==> src/rtl/multicycle_control_pkg.sv <==
// Shared constants, state codes and control-word layout for the multi-cycle MIPS controller.
package multicycle_control_pkg;

    localparam logic [5:0] OP_RTYPE = 6'b000000;
    localparam logic [5:0] OP_LW    = 6'b100011;
    localparam logic [5:0] OP_SW    = 6'b101011;
    localparam logic [5:0] OP_BEQ   = 6'b000100;
    localparam logic [5:0] OP_ADDI  = 6'b001000;
    localparam logic [5:0] OP_J     = 6'b000010;

    localparam logic [1:0] ALU_OP_ADD   = 2'b00;
    localparam logic [1:0] ALU_OP_SUB   = 2'b01;
    localparam logic [1:0] ALU_OP_FUNCT = 2'b10;

    localparam logic [1:0] SRCB_B       = 2'b00;
    localparam logic [1:0] SRCB_FOUR    = 2'b01;
    localparam logic [1:0] SRCB_IMM     = 2'b10;
    localparam logic [1:0] SRCB_IMM_SH2 = 2'b11;

    localparam logic [1:0] PCSRC_ALU    = 2'b00;
    localparam logic [1:0] PCSRC_ALUOUT = 2'b01;
    localparam logic [1:0] PCSRC_JUMP   = 2'b10;

    // Codes 12..15 are unreachable and decode to "all outputs 0, go to FETCH".
    typedef enum logic [3:0] {
        S_FETCH    = 4'd0,
        S_DECODE   = 4'd1,
        S_MEMADR   = 4'd2,
        S_MEMRD    = 4'd3,
        S_MEMWB    = 4'd4,
        S_MEMWR    = 4'd5,
        S_RTYPE_EX = 4'd6,
        S_RTYPE_WB = 4'd7,
        S_BEQ      = 4'd8,
        S_ADDI_EX  = 4'd9,
        S_ADDI_WB  = 4'd10,
        S_JUMP     = 4'd11
    } state_t;

    typedef struct packed {
        logic       pc_write;
        logic       pc_write_cond;
        logic       ior_d;
        logic       mem_read;
        logic       mem_write;
        logic       ir_write;
        logic       mem_to_reg;
        logic       reg_dst;
        logic       reg_write;
        logic       alu_src_a;
        logic [1:0] alu_src_b;
        logic [1:0] alu_op;
        logic [1:0] pc_source;
        logic       instr_done;
        logic       illegal_op;
    } ctrl_t;

    function automatic logic is_supported_op(input logic [5:0] op);
        return (op == OP_LW) || (op == OP_SW) || (op == OP_RTYPE) ||
               (op == OP_BEQ) || (op == OP_ADDI) || (op == OP_J);
    endfunction

endpackage

==> src/rtl/multicycle_ctrl_outdec.sv <==
// Combinational output decoder: current state plus memory handshake and opcode -> control word.
module multicycle_ctrl_outdec
    import multicycle_control_pkg::*;
(
    input  state_t     i_state,
    input  logic       i_mem_ready,
    input  logic [5:0] i_op,
    output ctrl_t      o_ctrl
);

    // Memory handshake: a request (memRead/memWrite) stays asserted with a stable
    // address select until the cycle mem_ready=1; that cycle completes the access,
    // so every side effect tied to the access is qualified by i_mem_ready.
    always_comb begin
        o_ctrl = '0;
        case (i_state)
            S_FETCH: begin
                o_ctrl.mem_read  = 1'b1;
                o_ctrl.alu_src_b = SRCB_FOUR;
                o_ctrl.alu_op    = ALU_OP_ADD;
                o_ctrl.pc_source = PCSRC_ALU;
                o_ctrl.ir_write  = i_mem_ready;
                o_ctrl.pc_write  = i_mem_ready;
            end
            S_DECODE: begin
                o_ctrl.alu_src_b  = SRCB_IMM_SH2;
                o_ctrl.alu_op     = ALU_OP_ADD;
                o_ctrl.illegal_op = !is_supported_op(i_op);
            end
            S_MEMADR: begin
                o_ctrl.alu_src_a = 1'b1;
                o_ctrl.alu_src_b = SRCB_IMM;
                o_ctrl.alu_op    = ALU_OP_ADD;
            end
            S_MEMRD: begin
                o_ctrl.ior_d    = 1'b1;
                o_ctrl.mem_read = 1'b1;
            end
            S_MEMWB: begin
                o_ctrl.mem_to_reg = 1'b1;
                o_ctrl.reg_write  = 1'b1;
                o_ctrl.instr_done = 1'b1;
            end
            S_MEMWR: begin
                o_ctrl.ior_d      = 1'b1;
                o_ctrl.mem_write  = 1'b1;
                o_ctrl.instr_done = i_mem_ready;
            end
            S_RTYPE_EX: begin
                o_ctrl.alu_src_a = 1'b1;
                o_ctrl.alu_src_b = SRCB_B;
                o_ctrl.alu_op    = ALU_OP_FUNCT;
            end
            S_RTYPE_WB: begin
                o_ctrl.reg_dst    = 1'b1;
                o_ctrl.reg_write  = 1'b1;
                o_ctrl.instr_done = 1'b1;
            end
            S_BEQ: begin
                o_ctrl.alu_src_a     = 1'b1;
                o_ctrl.alu_src_b     = SRCB_B;
                o_ctrl.alu_op        = ALU_OP_SUB;
                o_ctrl.pc_source     = PCSRC_ALUOUT;
                o_ctrl.pc_write_cond = 1'b1;
                o_ctrl.instr_done    = 1'b1;
            end
            S_ADDI_EX: begin
                o_ctrl.alu_src_a = 1'b1;
                o_ctrl.alu_src_b = SRCB_IMM;
                o_ctrl.alu_op    = ALU_OP_ADD;
            end
            S_ADDI_WB: begin
                o_ctrl.reg_write  = 1'b1;
                o_ctrl.instr_done = 1'b1;
            end
            S_JUMP: begin
                o_ctrl.pc_source  = PCSRC_JUMP;
                o_ctrl.pc_write   = 1'b1;
                o_ctrl.instr_done = 1'b1;
            end
            default: o_ctrl = '0;
        endcase
    end

endmodule

==> src/rtl/multicycle_control.sv <==
// Multi-cycle MIPS main controller: state register, next-state logic and reset gating of outputs.
module multicycle_control
    import multicycle_control_pkg::*;
#(
    parameter bit MEM_WAIT_EN = 1'b1
) (
    input  logic       clk,
    input  logic       rst_n,
    input  logic [5:0] op,
    input  logic       mem_ready,
    output logic       pcWrite,
    output logic       pcWriteCond,
    output logic       iorD,
    output logic       memRead,
    output logic       memWrite,
    output logic       irWrite,
    output logic       memToReg,
    output logic       regDst,
    output logic       regWrite,
    output logic       aluSrcA,
    output logic [1:0] aluSrcB,
    output logic [1:0] alu_op,
    output logic [1:0] pcSource,
    output logic       instr_done,
    output logic       illegal_op,
    output logic [3:0] state_o
);

    state_t r_state;
    state_t w_next;
    logic   w_mem_ready;
    ctrl_t  w_ctrl;
    ctrl_t  w_ctrl_gated;

    assign w_mem_ready = MEM_WAIT_EN ? mem_ready : 1'b1;

    always_comb begin
        w_next = S_FETCH;
        case (r_state)
            S_FETCH:    w_next = w_mem_ready ? S_DECODE : S_FETCH;
            S_DECODE: begin
                case (op)
                    OP_LW, OP_SW: w_next = S_MEMADR;
                    OP_RTYPE:     w_next = S_RTYPE_EX;
                    OP_BEQ:       w_next = S_BEQ;
                    OP_ADDI:      w_next = S_ADDI_EX;
                    OP_J:         w_next = S_JUMP;
                    default:      w_next = S_FETCH;
                endcase
            end
            S_MEMADR:   w_next = (op == OP_LW) ? S_MEMRD : S_MEMWR;
            S_MEMRD:    w_next = w_mem_ready ? S_MEMWB : S_MEMRD;
            S_MEMWB:    w_next = S_FETCH;
            S_MEMWR:    w_next = w_mem_ready ? S_FETCH : S_MEMWR;
            S_RTYPE_EX: w_next = S_RTYPE_WB;
            S_RTYPE_WB: w_next = S_FETCH;
            S_BEQ:      w_next = S_FETCH;
            S_ADDI_EX:  w_next = S_ADDI_WB;
            S_ADDI_WB:  w_next = S_FETCH;
            S_JUMP:     w_next = S_FETCH;
            default:    w_next = S_FETCH;
        endcase
    end

    always_ff @(posedge clk or negedge rst_n) begin
        if (!rst_n) begin
            r_state <= S_FETCH;
        end else begin
            r_state <= w_next;
        end
    end

    multicycle_ctrl_outdec u_outdec (
        .i_state     (r_state),
        .i_mem_ready (w_mem_ready),
        .i_op        (op),
        .o_ctrl      (w_ctrl)
    );

    // Outputs are forced low combinationally so an aborted access stops the same instant.
    assign w_ctrl_gated = rst_n ? w_ctrl : '0;

    assign pcWrite     = w_ctrl_gated.pc_write;
    assign pcWriteCond = w_ctrl_gated.pc_write_cond;
    assign iorD        = w_ctrl_gated.ior_d;
    assign memRead     = w_ctrl_gated.mem_read;
    assign memWrite    = w_ctrl_gated.mem_write;
    assign irWrite     = w_ctrl_gated.ir_write;
    assign memToReg    = w_ctrl_gated.mem_to_reg;
    assign regDst      = w_ctrl_gated.reg_dst;
    assign regWrite    = w_ctrl_gated.reg_write;
    assign aluSrcA     = w_ctrl_gated.alu_src_a;
    assign aluSrcB     = w_ctrl_gated.alu_src_b;
    assign alu_op      = w_ctrl_gated.alu_op;
    assign pcSource    = w_ctrl_gated.pc_source;
    assign instr_done  = w_ctrl_gated.instr_done;
    assign illegal_op  = w_ctrl_gated.illegal_op;
    assign state_o     = r_state;

endmodule

==> config.mk <==
export PLATFORM = sky130hd
export DESIGN_NAME = multicycle_control
export DESIGN_NICKNAME = d
export VERILOG_FILES = /design/src/rtl/multicycle_control_pkg.sv /design/src/rtl/multicycle_ctrl_outdec.sv /design/src/rtl/multicycle_control.sv
export SDC_FILE = /design/constraint.sdc
export NUM_CORES = 1
export LEC_CHECK = 0
export CORE_MARGIN = 5
export CORE_UTILIZATION = 45
export DETAILED_ROUTE_END_ITERATION = 12
export PLACE_DENSITY_LB_ADDON = 0.05
export SLEW_MARGIN = 0
export SYNTH_ARGS = -nofsm -noshare
export SYNTH_HDL_FRONTEND = slang
export SYNTH_HIERARCHICAL = 1
export SYNTH_SLANG_ARGS = --single-unit
==> constraint.sdc <==
create_clock -name clk -period 4.05 [get_ports clk]
set_input_delay 1.215 -clock clk [delete_from_list [all_inputs] [get_ports clk]]
set_output_delay 1.215 -clock clk [all_outputs]
set_load 0.1 [all_outputs]
# Word level (Yosys, flattened, before mapping)
# Cells that the tools add are included.
# op_classes
eq_ne	16
n_mux	21
n_reduce_logical	15
# ops
op	count
$pmux 4 s5	2
$pmux 4 s7	1
$mux 18	1
$eq 4x3->1 const B	4
$eq 4x4->1 const B	4
$eq 6x6->1 const B	2
$mux 1	11
$mux 3	3
$eq 4x2->1 const B	2
$reduce_or 2->1	4
$eq 6x2->1 const B	1
$eq 6x3->1 const B	1
$eq 6x4->1 const B	1
$logic_not 6->1	1
$logic_or 1x1->1	5
$reduce_or 5->1	1
$eq 4x1->1 const B	1
$logic_not 4->1	1
$pmux 1 s2	2
$pmux 2 s2	1
$reduce_or 4->1	1
$reduce_or 3->1	1
$logic_not 1->1	1
# word_totals
ff_bits	4
inputBits	9
output_inout_bits	22

# Logic depth before layout (Yosys ltp)
# Gate-level depths: netlist (run 1).
# logic_depth
word_depth	9
ltp_mapped	5

# Hierarchy
# The synthesis (run 1) kept the hierarchy.
# by_module_without_submodules
module	instances	cells_each	area_each_um2
multicycle_control	1	59	451.7
multicycle_ctrl_outdec	1	41	291.5

# Least setup slack after synthesis (run 1)
# No wires, ideal clock.
# synth_timing
path_type	input port to output port
from	input op[2]
to	output illegal_op
arrival_time_ps	2561
path_slack_ps	274
path_stages	4
path_cell_list	maj3_2 > o31ai_2 > a2111oi_2 > and2_1
# synth_lines
element	line_no	source
start: declaration	multicycle_control.sv:9	input logic [5:0] op,
end: declaration	multicycle_control.sv:25	output logic illegal_op,

==> results of run 1 <==
[cell families after synthesis]
kind of cell               Yosys count
xor gates and xnor gates             2
DFF                                  4
adders and majority gates            1
AOI/OAI and AO/OA                   18
buffers and inverters               12
and+or+nand+nor                     63
[per-stage QoR]
step                      total power [W]  instance area [um2]
after floorplan                  0.000237                  743
after global placement           0.000313                 1220
after detailed placement         0.000318                 1220
after CTS                        0.000367                 1250
after global routing             0.000386                 1250
final                            0.000367                 1250
[cells in the final DEF (no fill, tap or decap), types with 2 or more instances in the layout]
| cell type | synthesis | routed |
|---|---|---|
| buf_12 | 0 | 18 |
| and2_1 | 18 | 17 |
| nor2_1 | 11 | 11 |
| buf_4 | 2 | 9 |
| nor3_1 | 7 | 7 |
| clkdlybuf4s50_1 | 0 | 7 |
| nand2_1 | 5 | 5 |
| a31oi_1 | 4 | 4 |
| inv_1 | 4 | 4 |
| dfrtp_1 | 4 | 4 |
| nor3b_1 | 3 | 3 |
| clkbuf_4 | 0 | 3 |
| nand2b_4 | 3 | 3 |
| nand4b_1 | 2 | 2 |
| a21oi_1 | 2 | 2 |
| nand2b_1 | 2 | 2 |
[cell type report]
| type | instances | area, um2 |
|---|---|---|
| Clock buffer | 3 | 22.5 |
| Multi-Input combinational cell | 84 | 583 |
| Inverter | 4 | 15.0 |
| Timing Repair Buffer | 35 | 510 |
| Fill cell | 113 | 290 |
| Sequential cell | 4 | 100 |
| Tap cell | 16 | 20.0 |
[path summary, 6_finish.rpt]
path                                 startpoint              endpoint  slack, ps  depth (start not counted)
max                                       op[1]            illegal_op         90                          6
min                        state_o[1]$_DFF_PN0_  state_o[0]$_DFF_PN0_        890                          2
max reg2reg                state_o[0]$_DFF_PN0_  state_o[2]$_DFF_PN0_       2320                          3
min reg2reg                state_o[1]$_DFF_PN0_  state_o[0]$_DFF_PN0_        890                          2
max in group asynchronous                 rst_n  state_o[2]$_DFF_PN0_       2320                          2
min in group asynchronous                 rst_n  state_o[3]$_DFF_PN0_       1630                          2
[where the power goes]
group,internal (W),leakage (nW),switching [W]
registers,0.0000437,0.0540,0.0000224
clock network,0.0000331,0.0138,0.0000160
logic,0.0000935,0.424,0.000159
total,0.000170,0.491,0.000197
[tightest hold or removal path, stage by stage, from the launching register on]
cell and delay, ps:
dfrtp_1 620, nand2_1 150, a31oi_1 60
[per-layer routing]
metal	wire length, um	up-vias
met5	0	-
met4	14	0
met3	130	4
met1	838	390
li1	-	420
met2	1090	29
[repair_timing]
action	4_1_cts	5_1_grt
setup endpoints to repair	0	1
hold buffers	0	0
gates resized for setup	0	2
setup buffers	0	0
==> results.md, run 1 <==
* Sequential area share after synthesis at between 10% and 20%
* DR WL/cell at roughly 14 um
* Max Cap Viol at 0
* Root buffer cell: clkbuf_4
* CP max-delay cell: clkdlybuf4s50_1
* Post-route core utilization at 81.2%
* Startpoint type of the worst setup path: primary input
* Count leader, synth: and2_1
* Max Clock Freq at roughly 250 MHz
* Crit path cell chain: clkdlybuf4s50_1 -> maj3_2 -> o31ai_2 -> a2111oi_2 -> and2_4 -> buf_12
* Setup violations, final at 0
* Grt ovf at 0
* Min Tclk post-route at roughly 4000 ps
* Actual slew at the worst max-slew pin at approximately 700 ps
* Count of antenna-violating nets left after detailed routing at 0
* Power Density at 294 mW/mm2
* Starting DRC count in detailed routing at 13
* CP peak stage delay at around 500 ps
* Fin cells at 146
* IO Pins at 31
* CP Max Fanout at 3
* Final Slew Violations at 0
* Via density per instance at roughly 5.8
* TritonRoute pass-1 iters at 4
* Num rows at 14
* Synth Area in Adders at 1.52%
* Normalized max-slew margin at between 50% and 60%
* Clk slew on worst S/H paths at 40 ps
* Netlist cell types at between 40 and 50
* Post-Syn Area at approximately 740 um2
* Largest family of logic cells by synthesized area: simple AND/OR/NAND/NOR gates
* Placed Cells at about 140
* Area delta synth->final at 68.4%
* Initial Util at roughly half
* Final WS setup at approximately 87 ps
* Synth top cells by count: and2_1, nor2_1, nor3_1
* Largest register FFs at 4
* Core Box Area at between 0.0015 and 0.002 mm2
* Avg Inst Size Synth at between 7 and 8 um2
* Endpoint class of the critical path: output port
* Top-area cell type share of the netlist area at around 15%
* Compound-Gate Fraction of Synth Area at roughly a fifth
* Diode count at 0
* Final WL at ~2.1 mm
* First-pass GRT wire length at approximately 3.5 mm
* Status: finished, final reports clean
* Unrepaired setup endpoints after global routing: no
* Buf/Inv on CP at 2
* P_leak at 0.491 nW
* Setup TNS at 0 ps
* Initial antenna violation count at 0
* CTS HTree Levels at 1
* Largest net degree at the start of global routing at 21
* Die ar. at about 0.0026 mm2
* WP data required at ~2800 ps
* Max Root-Sink Buffers at 2
* CTS tree: built
* Total Routing Usage GR at between 10% and 20%
* DRC viols at 0
* GPL Wtd Cong at roughly 0.80
* Peak VDD IR at approximately 250 uV
* Via count at around 840
* Busiest layer in global routing: met2
* Register bit count reported by yosys at 4
* Fin Clk Skew at 1.71 ps
* Met2 usage in global routing at 31.0%
* Num CTS Buffers at 3
* Met1 Resource Use GR at between 20% and 30%
* Share of layout cells above drive strength 1 at ~33%
* Ys async rst share at between 90% and 100%
* Number of nets in the layout at ~140
* Kind of critical path: primary input to output port
* Clock sinks at 4
* Die width at 50.6 um
* Main synth FF type: dfrtp_1
* Mux contribution to synthesized area at 0%
* Number of global-route vias before repair at 764
* Post-Synth XOR/XNOR Area at roughly 2.4%
* Synth Net Count at about 110
* Place WS at a little over 60 ps
* Tightest Hold Check Type: flop to flop
* IO Port Bufs at 30
* Post-synth top area cell: and2_1
* Synth Area in Simple Gates at a little under three fifths
* Ranking of synthesized cells by area: and2_1, dfrtp_1, nand2b_4, nor2_1, nor3_1
* Final worst path period share at 97.8%
* Die height at just over 50 um
* EDFF count, synth at 0
* Warnings from Yosys at 6
* Crit path max-delay family: buffers and inverters
* Worst path arrival time at ~2800 ps
* Min Hold Slack at 889 ps
* Skew-Pair Late Insertion Delay at 230 ps
* Syn Inst Count at 100
* Met3 usage at 3.85%
* Detailed placement HPWL at ~1.6 mm
* Final hold viol count at 0
(Power assumes the default switching activity.)
==> run 2: changes to the inputs <==
Settings changed: CORE_UTILIZATION 45 to 32.
==> run 2 against run 1 <==
Final cell count rose by 8.9%. Sequential cell count did not move. Critical path depth unchanged. Highest routed layer is now met3. Critical path type unchanged. Sequential share of layout area down 0.13 points. Largest power group unchanged.
==> results.md, run 2 (same netlist as run 1, synthesis figures left out) <==
* Buf/Inv on CP at 2 (unchanged)
* Clock sinks at 4 (unchanged)
* CP max-delay cell: clkdlybuf4s50_1
* Power Density at 289 mW/mm2 (-1.7%)
* Diode count at 0 (unchanged)
* Final Slew Violations at 0 (unchanged)
* Worst path arrival time at 2770 ps (+20 ps)
* Largest register FFs at 4 (unchanged)
* Highest-count cells in the layout ignoring fill and taps: buf_12, and2_1, nor2_1
* First-pass GRT wire length at 3.28 mm (-6.7%)
* IO Pins at 31 (unchanged)
* P_leak at 0.487 nW (-0.88%)
* Via density per instance at 5.25 (-9.0%)
* Min Hold Slack at 890 ps (+1.07 ps)
* Final hold viol count at 0 (unchanged)
* Area delta synth->final at 71.0%
* DR WL/cell at 12.2 um (-14%)
* Min Tclk post-route at 3980 ps (+21.9 ps)
* Startpoint type of the worst setup path: primary input
* Initial antenna violation count at 0 (unchanged)
* Reg-to-Reg End: state_o[2]$_DFF_PN0_
* Crit path cell chain: clkdlybuf4s50_1 -> maj3_2 -> o31ai_2 -> a2111oi_2 -> and2_4 -> buf_12
* Worst Hold Launch: state_o[1]$_DFF_PN0_
* Cell depth of the worst setup path at 6 (unchanged)
* Peak VDD IR at 158 uV (-36%)
* Die ar. at 0.00339 mm2 (+32%)
* Die height at 58.2 um (+15%)
* Number of nets in the layout at 142 (+0.71%)
* Die width at 58.2 um (+15%)
* Unrepaired setup endpoints after global routing: no
* Crit path max-delay family: buffers and inverters
* Filler Cells Inserted at 202 (+79%)
* RR Startpoint: state_o[0]$_DFF_PN0_
* Total Routing Usage GR at 12.1% (-5.1 points)
* WP data required at 2830 ps (about the same)
* Starting DRC count in detailed routing at 9 (-4)
* Status: finished, final reports clean
* Detailed placement HPWL at 1.55 mm (-1.8%)
* Hold endpoint: state_o[0]$_DFF_PN0_
* Reg2reg setup slack at 2280 ps (-40 ps)
* Commonest non-fill, non-tap cell in the layout: buf_12
* Post-CTS Setup Bufs at 0 (unchanged)
* Largest net degree at the start of global routing at 21 (unchanged)
* Share of layout cells above drive strength 1 at 33.6% (+0.51 points)
* Fin Clk Skew at 3.28 ps (+1.58 ps)
* Core Box Area at 0.00221 mm2 (+44%)
* Num rows at 17 (+3)
* Num CTS Buffers at 3 (unchanged)
* Grt ovf at 0 (unchanged)
* CP peak stage delay at 540 ps (+40 ps)
* Normalized max-slew margin at 53.0% (+0.46 points)
* Endpoint class of the critical path: output port
* Cell depth of the worst hold path at 2 (unchanged)
* Root buffer cell: clkbuf_4
* IO Port Bufs at 30 (unchanged)
* Via count at 835 (-0.95%)
* TritonRoute pass-1 iters at 4 (unchanged)
* Max Root-Sink Buffers at 2 (unchanged)
* Skew-Pair Late Insertion Delay at 230 ps (about the same)
* Initial Util at 33.6% (-15 points)
* Clk slew on worst S/H paths at 40 ps (about the same)
* R2R cell count at 3 (unchanged)
* Setup violations, final at 0 (unchanged)
* Tightest Hold Check Type: flop to flop
* Final worst path period share at 98.4% (+0.54 points)
* DRC viols at 0 (unchanged)
* Count of antenna-violating nets left after detailed routing at 0 (unchanged)
* Max Clock Freq at 251 MHz (-0.55%)
* CTS tree: built
* GPL Wtd Cong at 0.831 (+3.5%)
* Kind of critical path: primary input to output port
* Number of global-route vias before repair at 777 (+1.7%)
* Setup TNS at 0 ps (unchanged)
* Actual slew at the worst max-slew pin at 705 ps (-6.85 ps)
* CP Max Fanout at 5 (+2)
* Max Cap Viol at 0 (unchanged)
* CTS HTree Levels at 1 (unchanged)
* Final WL at 1.93 mm (-6.8%)
## run 2: cell count changes in the layout (fill, tap and decap cells not counted), sizes merged
cell,delta
clkdlybuf4s50,+1
buf,+1
dlymetal6s2s,-1
## run 2: worst max-delay path by stage
stage | start | endpoint
after floorplan | op[2] | illegal_op
after global placement | op[2] | illegal_op
after detailed placement | op[2] | illegal_op
after CTS | op[2] | illegal_op
after global routing | op[2] | illegal_op
final | op[2] | illegal_op
## run 2: tightest hold or removal path, cell delays in order, from the launching register on
cell	delay (ps)
dfrtp_1	620
nand2_1	150
a31oi_1	70
## run 2: routing by layer
layer | global-route usage (%) | routed length [um]
met1 | 12.4 | 820
met2 | 23.2 | 997
met3 | 2.90 | 116
met4 | 4.97 | 0
met5 | 0 | 0
## run 2: layout make-up
class / count / area (um2) / share of cell area [%]
tap: 28 / 35.0 / 2.76
sequential: 4 / 100 / 7.87
clock buffer: 3 / 22.5 / 1.77
multi-input combinational: 84 / 583 / 45.9
timing repair buffer: 36 / 515 / 40.6
inverter: 4 / 15.0 / 1.18
## run 2: what timing repair did
item | in CTS | in global routing
hold buffers | 0 | 0
gates resized for setup | 0 | 1
setup endpoints to repair | 0 | 1
## run 2: through the flow
| step | power (W) | std cells | cell area [um2] | setup WS, ps | util, % |
|---|---|---|---|---|---|
| CTS | 0.000370 | 159 | 1270 | 49.8 | 57.4 |
| detailed placement | 0.000319 | 156 | 1250 | 57.5 | 56.3 |
| floorplan | 0.000237 | 100 | 743 | 274 | - |
| global route | 0.000388 | 159 | 1270 | 4.69 | 57.5 |
| finish | 0.000367 | 159 | 1270 | 65.5 | 57.5 |
| global placement | 0.000316 | 156 | 1250 | 87.2 | 56.3 |
## run 2: where the power goes
group | internal (W) | switching, W | total [W]
clock network | 0.0000331 | 0.0000157 | 0.0000489
registers | 0.0000437 | 0.0000220 | 0.0000656
logic | 0.0000943 | 0.000158 | 0.000252
